`src/rtl/face_scan_sequencer.sv`:
```
// Face scan sequencer: averages a 3x3 grid of pixel windows over one frame,
// then walks the nine cell averages through an external colour classifier.
module face_scan_sequencer #(
    parameter int GRID_X0    = 160,
    parameter int GRID_Y0    = 80,
    parameter int CELL_PITCH = 106,
    parameter int WIN        = 8
) (
    input  logic        Clk,
    input  logic        Reset,
    input  logic        Start,
    input  logic        Frame_Start,
    input  logic        Pix_Valid,
    input  logic [11:0] Pix_X,
    input  logic [11:0] Pix_Y,
    input  logic [29:0] Pix_RGB,
    output logic [29:0] Chk_Color,
    input  logic [29:0] Chk_Result,
    output logic [26:0] Face_Codes,
    output logic        Busy,
    output logic        Done,
    output logic        Error
);

    localparam int LW = $clog2(WIN);
    localparam int SW = 10 + 2 * LW;
    localparam int CW = 2 * LW + 1;
    localparam logic [CW-1:0] FULL = CW'(WIN * WIN);

    typedef enum logic [2:0] {
        IDLE,
        WAIT_FRAME,
        ACCUM,
        CLASSIFY,
        FINISH
    } state_t;

    state_t        state_q, state_d;
    logic [SW-1:0] sum_r_q [9];
    logic [SW-1:0] sum_r_d [9];
    logic [SW-1:0] sum_g_q [9];
    logic [SW-1:0] sum_g_d [9];
    logic [SW-1:0] sum_b_q [9];
    logic [SW-1:0] sum_b_d [9];
    logic [CW-1:0] cnt_q [9];
    logic [CW-1:0] cnt_d [9];
    logic [3:0]    k_q, k_d;
    logic          phase_q, phase_d;
    logic [29:0]   chk_color_q, chk_color_d;
    logic [26:0]   face_codes_q, face_codes_d;
    logic          busy_q, busy_d;
    logic          done_q, done_d;
    logic          error_q, error_d;

    logic [29:0]   avg [9];
    logic [8:0]    hit;
    logic          all_full;
    logic          accum;
    logic          clr;
    logic [2:0]    code;

    function automatic logic in_win(input logic [11:0] p, input int lo);
        int v;
        v = int'({20'd0, p});
        return (v >= lo) && (v < lo + WIN);
    endfunction

    function automatic logic [2:0] encode(input logic [29:0] c);
        case (c)
            30'h3FF00000: return 3'd0;
            30'h000FFC00: return 3'd1;
            30'h000003FF: return 3'd2;
            30'h3FFFFC00: return 3'd3;
            30'h3FFFFFFF: return 3'd4;
            30'h3FFA5400: return 3'd5;
            default:      return 3'd7;
        endcase
    endfunction

    always_comb begin
        all_full = 1'b1;
        for (int k = 0; k < 9; k++) begin
            hit[k] = Pix_Valid
                   && in_win(Pix_X, GRID_X0 + (k % 3) * CELL_PITCH)
                   && in_win(Pix_Y, GRID_Y0 + (k / 3) * CELL_PITCH);
            avg[k] = {sum_r_q[k][SW-1 -: 10],
                      sum_g_q[k][SW-1 -: 10],
                      sum_b_q[k][SW-1 -: 10]};
            if (cnt_q[k] != FULL) all_full = 1'b0;
        end
    end

    assign code = encode(Chk_Result);

    always_comb begin
        state_d      = state_q;
        sum_r_d      = sum_r_q;
        sum_g_d      = sum_g_q;
        sum_b_d      = sum_b_q;
        cnt_d        = cnt_q;
        k_d          = k_q;
        phase_d      = phase_q;
        chk_color_d  = chk_color_q;
        face_codes_d = face_codes_q;
        error_d      = error_q;
        accum        = 1'b0;
        clr          = 1'b0;

        unique case (state_q)
            IDLE: begin
                if (Start) begin
                    state_d      = WAIT_FRAME;
                    clr          = 1'b1;
                    error_d      = 1'b0;
                    face_codes_d = '0;
                end
            end
            WAIT_FRAME: begin
                if (Frame_Start) begin
                    state_d = ACCUM;
                    accum   = 1'b1;
                    clr     = 1'b1;
                end
            end
            ACCUM: begin
                if (all_full) begin
                    state_d     = CLASSIFY;
                    k_d         = 4'd0;
                    phase_d     = 1'b0;
                    chk_color_d = avg[0];
                end else begin
                    accum = 1'b1;
                    clr   = Frame_Start;
                end
            end
            CLASSIFY: begin
                if (!phase_q) begin
                    phase_d = 1'b1;
                end else begin
                    for (int k = 0; k < 9; k++)
                        if (k_q == 4'(k)) face_codes_d[3*k +: 3] = code;
                    if (code == 3'd7) error_d = 1'b1;
                    if (k_q == 4'd8) begin
                        state_d     = FINISH;
                        chk_color_d = '0;
                    end else begin
                        k_d         = k_q + 4'd1;
                        phase_d     = 1'b0;
                        chk_color_d = avg[k_q + 4'd1];
                    end
                end
            end
            FINISH: state_d = IDLE;
            default: state_d = IDLE;
        endcase

        // saturating counters keep every channel sum within its width
        for (int k = 0; k < 9; k++) begin
            if (clr) begin
                sum_r_d[k] = '0;
                sum_g_d[k] = '0;
                sum_b_d[k] = '0;
                cnt_d[k]   = '0;
            end
            if (accum && hit[k] && cnt_d[k] != FULL) begin
                sum_r_d[k] = sum_r_d[k] + SW'(Pix_RGB[29:20]);
                sum_g_d[k] = sum_g_d[k] + SW'(Pix_RGB[19:10]);
                sum_b_d[k] = sum_b_d[k] + SW'(Pix_RGB[9:0]);
                cnt_d[k]   = cnt_d[k] + 1'b1;
            end
        end

        busy_d = (state_d != IDLE);
        done_d = (state_d == FINISH);
    end

    always_ff @(posedge Clk) begin
        if (Reset) begin
            state_q      <= IDLE;
            sum_r_q      <= '{default: '0};
            sum_g_q      <= '{default: '0};
            sum_b_q      <= '{default: '0};
            cnt_q        <= '{default: '0};
            k_q          <= '0;
            phase_q      <= 1'b0;
            chk_color_q  <= '0;
            face_codes_q <= '0;
            busy_q       <= 1'b0;
            done_q       <= 1'b0;
            error_q      <= 1'b0;
        end else begin
            state_q      <= state_d;
            sum_r_q      <= sum_r_d;
            sum_g_q      <= sum_g_d;
            sum_b_q      <= sum_b_d;
            cnt_q        <= cnt_d;
            k_q          <= k_d;
            phase_q      <= phase_d;
            chk_color_q  <= chk_color_d;
            face_codes_q <= face_codes_d;
            busy_q       <= busy_d;
            done_q       <= done_d;
            error_q      <= error_d;
        end
    end

    assign Chk_Color  = chk_color_q;
    assign Face_Codes = face_codes_q;
    assign Busy       = busy_q;
    assign Done       = done_q;
    assign Error      = error_q;

endmodule

```
`config.mk`:
```
export PLATFORM = sky130hd
export DESIGN_NAME = face_scan_sequencer
export DESIGN_NICKNAME = d
export VERILOG_FILES = /design/src/rtl/face_scan_sequencer.sv
export SDC_FILE = /design/constraint.sdc
export NUM_CORES = 2
export LEC_CHECK = 0
export ABC_AREA = 1
export CELL_PAD_IN_SITES_DETAIL_PLACEMENT = 0
export CELL_PAD_IN_SITES_GLOBAL_PLACEMENT = 1
export CORE_MARGIN = 1.5
export CORE_UTILIZATION = 46
export DETAILED_ROUTE_END_ITERATION = 12
export PLACE_DENSITY = 0.78
export SLEW_MARGIN = 20
export SYNTH_ARGS = -nofsm -noshare
export SYNTH_HDL_FRONTEND = slang
export SYNTH_SLANG_ARGS = --single-unit
```
`constraint.sdc`:
```
create_clock -name Clk -period 4.9 [get_ports Clk]
set_input_delay 0.49 -clock Clk [delete_from_list [all_inputs] [get_ports Clk]]
set_output_delay 0.49 -clock Clk [all_outputs]
set_load 0.03 [all_outputs]
```
# Word-level counts from Yosys, hierarchy flattened
# Cells that the tools add are included.
[totals]
word_cells = 333
in_bits = 89
out_inout_bits = 60
regBits = 563
[op_classes]
reduce_logical = 54
eq_ne = 51
n_bitwise = 1
mux = 125
n_lt_le_gt_ge = 13
add_sub_neg = 37
[ops]
columns = ["cell", "n"]
rows = [
  ["$mux 16", 54],
  ["$add 16x10->16", 27],
  ["$mux 30", 5],
  ["$mux 7", 18],
  ["$ne 7x7->1 const B", 18],
  ["$bmux 30 s4", 1],
  ["$eq 30x30->1 const B", 4],
  ["$add 7x1->7 const B", 9],
  ["$pmux 30 s2", 1],
  ["$mux 27", 2],
  ["$pmux 27 s2", 1],
  ["$reduce_and 4->1", 11],
  ["$mux 3", 14],
  ["$ge 12x9->1 const B", 3],
  ["$logic_and 1x1->1", 36],
  ["$lt 12x9->1 const B", 3],
  ["$eq 30x10->1 const B", 1],
  ["$eq 30x20->1 const B", 1],
  ["$ne 2x2->1 const B", 14],
  ["$ge 12x8->1 const B", 2],
  ["$lt 12x8->1 const B", 2],
  ["$mux 1", 19],
  ["$pmux 3 s6", 1],
  ["$eq 4x3->1 const B", 4],
  ["22 further kinds", 30],
]

# Logic depth before layout (Yosys ltp)
[depth]
ltp_word = 16
mapped_depth = 30

# Worst setup path after synthesis
# No wires, ideal clock.
[synth_timing]
path_type = "reg2reg"
from = "reg state_q[0]"
to = "reg sum_g_q (netlist bit avg[256])"
t_required_ps = 4783
setup_time_ps = 117
arrival_ps = 3353
synth_period_minus_slack_ps = 3470
stages_incl_launch_ff = 22
setup_slack_ps = 1430
cell_sequence = "dfxtp_1 > inv_2 > nor3_2 > nand2_1 > nand2_1 > inv_1 > nand2_4 > buf_6 > buf_8 > buf_6 > buf_2 > nor2_1 > ha_1 > fa_1 > nand3_1 > nand2_1 > a21oi_1 > o21ai_0 > a21oi_1 > nor3_4 > a21boi_0 > nor2_1"
[synth_between]
elab_chain_cells = 6
[synth_rtl]
columns = ["item", "line", "text"]
rows = [
  ["start, declared", "38", "state_t state_q, state_d;"],
  ["start signal, assigned", "192", "state_q <= state_d;"],
  ["parallel branches: the longest is 5 deep, another holds $add 16x10->16", "-", ""],
  ["$mux 16 *", "165", "if (accum && hit[k] && cnt_d[k] != FULL) begin"],
  ["end signal, assigned", "194", "sum_g_q <= sum_g_d;"],
  ["end, declared", "41", "logic [SW-1:0] sum_g_q [9];"],
]
# Every way passes the cells marked *.
# A chain may end at the register's enable or synchronous reset.

# Worst setup path after layout
[layout_timing]
from = "reg cnt_q[13] (netlist bit)"
to = "reg sum_r_q (netlist bit avg[176])"
[layout_between]
elab_chain_cells = 9
[layout_rtl]
columns = ["item", "line", "text"]
rows = [
  ["start, declared", "45", "logic [CW-1:0] cnt_q [9];"],
  ["start signal, assigned", "196", "cnt_q <= cnt_d;"],
  ["$ne 7x7->1 *", "89", "if (cnt_q[k] != FULL) all_full = 1'b0;"],
  ["$mux 1 * (2 in a row)", "89", ""],
  ["parallel branches: the longest is 5 deep, another holds $add 16x10->16", "-", ""],
  ["$mux 16 *", "165", ""],
  ["end signal, assigned", "193", "sum_r_q <= sum_r_d;"],
  ["end, declared", "39", "logic [SW-1:0] sum_r_q [9];"],
]
# Marked as above.

==> out/summary.txt <==
Non-Filler Instances -> 7602
CTS tree -> yes
# rows -> 110
syn_area_per_cell -> 6.68 µm²
DP HPWL -> 100 mm
dominant synthesized flop cell -> dfxtp_1
Ports -> 149
Vias/cell -> 5.37
initial core utilization -> 46.5%
PnR worst setup slack -> 648 ps
status -> finished clean
RR Startpoint -> cnt_q[13]
final hold violation count -> 0
max-cap viol count -> 0
Max FO, Critical Path -> 23
postcts setup bufs -> 0
Area Growth Syn to Fin -> 12.7%
vias in the first global route -> 37.5k
Total GRT Usage -> 29.5%
DP Worst Slack -> 224 ps
Syn Std Cell Area -> 41900 µm²
Overflow after GRT -> 0
Chip Width -> 305 µm
Mapped Cells -> 6272
Pwr Density -> 262 nW/µm²
Routed WL per cell -> 18.3 µm
max_slew headroom -> 30.5%
setup tns final -> 0 ps
fin. max-slew vios -> 0
initial drt markers -> 2881
Crit Path Class -> reg2reg
Post-Route WL -> 139 mm
Worst Hold Depth -> 2
Worst-Margin Slew -> 1040 ps
leakage power total -> 17.9 nW
Post-synth EDFFs -> 0
Tcrit/Tclk final -> 86.8%
slowest CP cell -> dfxtp_1
#FFs+latches synth -> 563
Synth cell types -> 56
Syn Nets -> 6680
number of port buffers -> 146
capturing element type of the critical path -> flip-flop
Die Y -> 305 µm
Max Fclk -> 235 MHz
Resize count post-CTS -> 0
Layout fillers -> 9080
Hold Crit Class -> in2reg
ANT cells -> 0
core area -> 90100 µm²
clock skew -> 30.5 ps
DR pass1 iterations -> 6
Root Driver -> clkbuf_16
share of cells above drive strength 1 -> 8.26%
Final Critical Period -> 4250 ps
Worst Path Required -> 5430 ps
placed insts -> 7477
full die area -> 92900 µm²
WHS Endpoint -> avg[192]
Yosys Warn Count -> 0
Final nets -> 6784
residual DRC count -> 0
RR Endpoint -> avg[176]
Arr. time, crit path -> 4780 ps
Max VDD drop -> 243 µV
Sink Count -> 563
Post-DRT Antenna Nets -> 0
min-delay src -> Reset
commonest non-fill, non-tap cell in the layout -> nand2_1
Num CTS Buffers -> 73
Seq/Total Area, Yosys -> 26.9%
most frequent cells in the layout -> nand2_1 (1065), nor2_1 (858), inv_1 (773), a21oi_1 (734), o21ai_0 (563)
H-Tree Depth -> 3
Post-synth ARST share -> 0%
vias -> 40.8k
first-pass GRT wire length -> 215 mm
Final setup viols -> 0
antenna violations before repair -> 11
reg2reg path depth -> 25
Worst-Skew Late Latency -> 640 ps
CTS Buffer Depth -> 3
largest net degree at the start of global routing -> 123
r2r setup slk -> 650 ps
CTS hold repair buffers -> 0
CP startpoint kind -> flip-flop
routability-driven placement congestion ratio -> 0.903
RSZ-0062 raised after global routing -> no
Reg clk slew, reported paths -> 60 ps
Worst path max stage delay -> 340 ps
cells by family (layout without fill, tap and decap cells):
group | Yosys count | count (layout) | share of synthesized area (%)
AO/OA/AOI/OAI | 1531 | 1531 | 20.0
buffers and inverters | 1042 | 1196 | 10.2
adder cells (fa/ha/maj) | 319 | 319 | 10.0
XOR/XNOR | 218 | 218 | 4.56
AND/OR/NAND/NOR | 2599 | 2599 | 28.3
flip-flops | 563 | 563 | 26.9
state kept, by name, summed over array words and instances, names as in the netlist:
signal,flops
phase_q,1
avg,270
sum_b_q,54
k_q,4
state_q,3
Error,1
cnt_q,63
Chk_Color,30
sum_r_q,54
sum_g_q,54
Done,1
Busy,1
Face_Codes,27
report_power, final:
part           internal, mW  total [mW]  leakage (nW)  switching [mW]
registers              4.63        4.68          4.54          0.0476
logic                 0.696        2.38          12.2            1.68
clock network          3.11        5.33          1.13            2.22
how the worst max path moves through the flow:
stage,from,endpoint,slack [ps],cells past startpoint
global placement,Frame_Start,avg[176],230,21
floorplan,state_q[0],avg[256],1430,21
finish,cnt_q[13],avg[176],650,25
global route,cnt_q[13],avg[176],150,25
detailed placement,Frame_Start,avg[176],220,21
CTS,cnt_q[13],avg[208],630,26
layout make-up:
class	count	area (µm²)	area share [%]
clock buffer	110	2180	4.62
clock inverter	15	118	0.249
inverter	786	2960	6.27
multi-input combinational	4667	26400	56.0
sequential	563	11300	23.9
tap	1176	1470	3.11
timing repair buffer	285	2790	5.91
critical path, delay by kind of cell, from the launching register on:
family          cells  cell delay (ps)
compound gates      3              510
fa+ha+maj           2              540
buf+inv             3              470
flops               1              340
simple gates       17             2270
cells in the mapped netlist, drive strengths merged (28+ instances only):
cell type / n / area, µm²
nand2: 1075 / 4070
o21ai: 572 / 2860
nand4: 39 / 244
buf: 110 / 790
o211ai: 40 / 300
inv: 782 / 2940
dfxtp: 563 / 11300
a21oi: 734 / 3670
ha: 292 / 3650
a211oi: 77 / 723
xor2: 99 / 867
nand3: 298 / 1500
nor3: 78 / 485
nor2: 1065 / 5280
xnor2: 119 / 1040
clkbuf: 146 / 548
a31oi: 28 / 175
layer usage:
metal  global-route usage (%)  up-vias  part of all wire (%)
met5                        0        -                0.0086
met3                     3.80      184                   5.8
li1                         -    20800                     -
met2                     48.6     1021                    45
met4                     7.60        2                   2.5
met1                     40.4    18800                    47
per-stage QoR:
stage	area [µm²]	util, %	hold WS [ps]	power, mW
6_report	47200	52.4	384	12.4
5_1_grt	47200	52.4	388	12.8
4_1_cts	47200	52.4	362	12.5
3_5_place_dp	44900	49.9	451	7.13
3_3_place_gp	44900	49.9	447	7.13
2_1_floorplan	41900	-	435	6.27
Power figures use the tool's default switching activity.
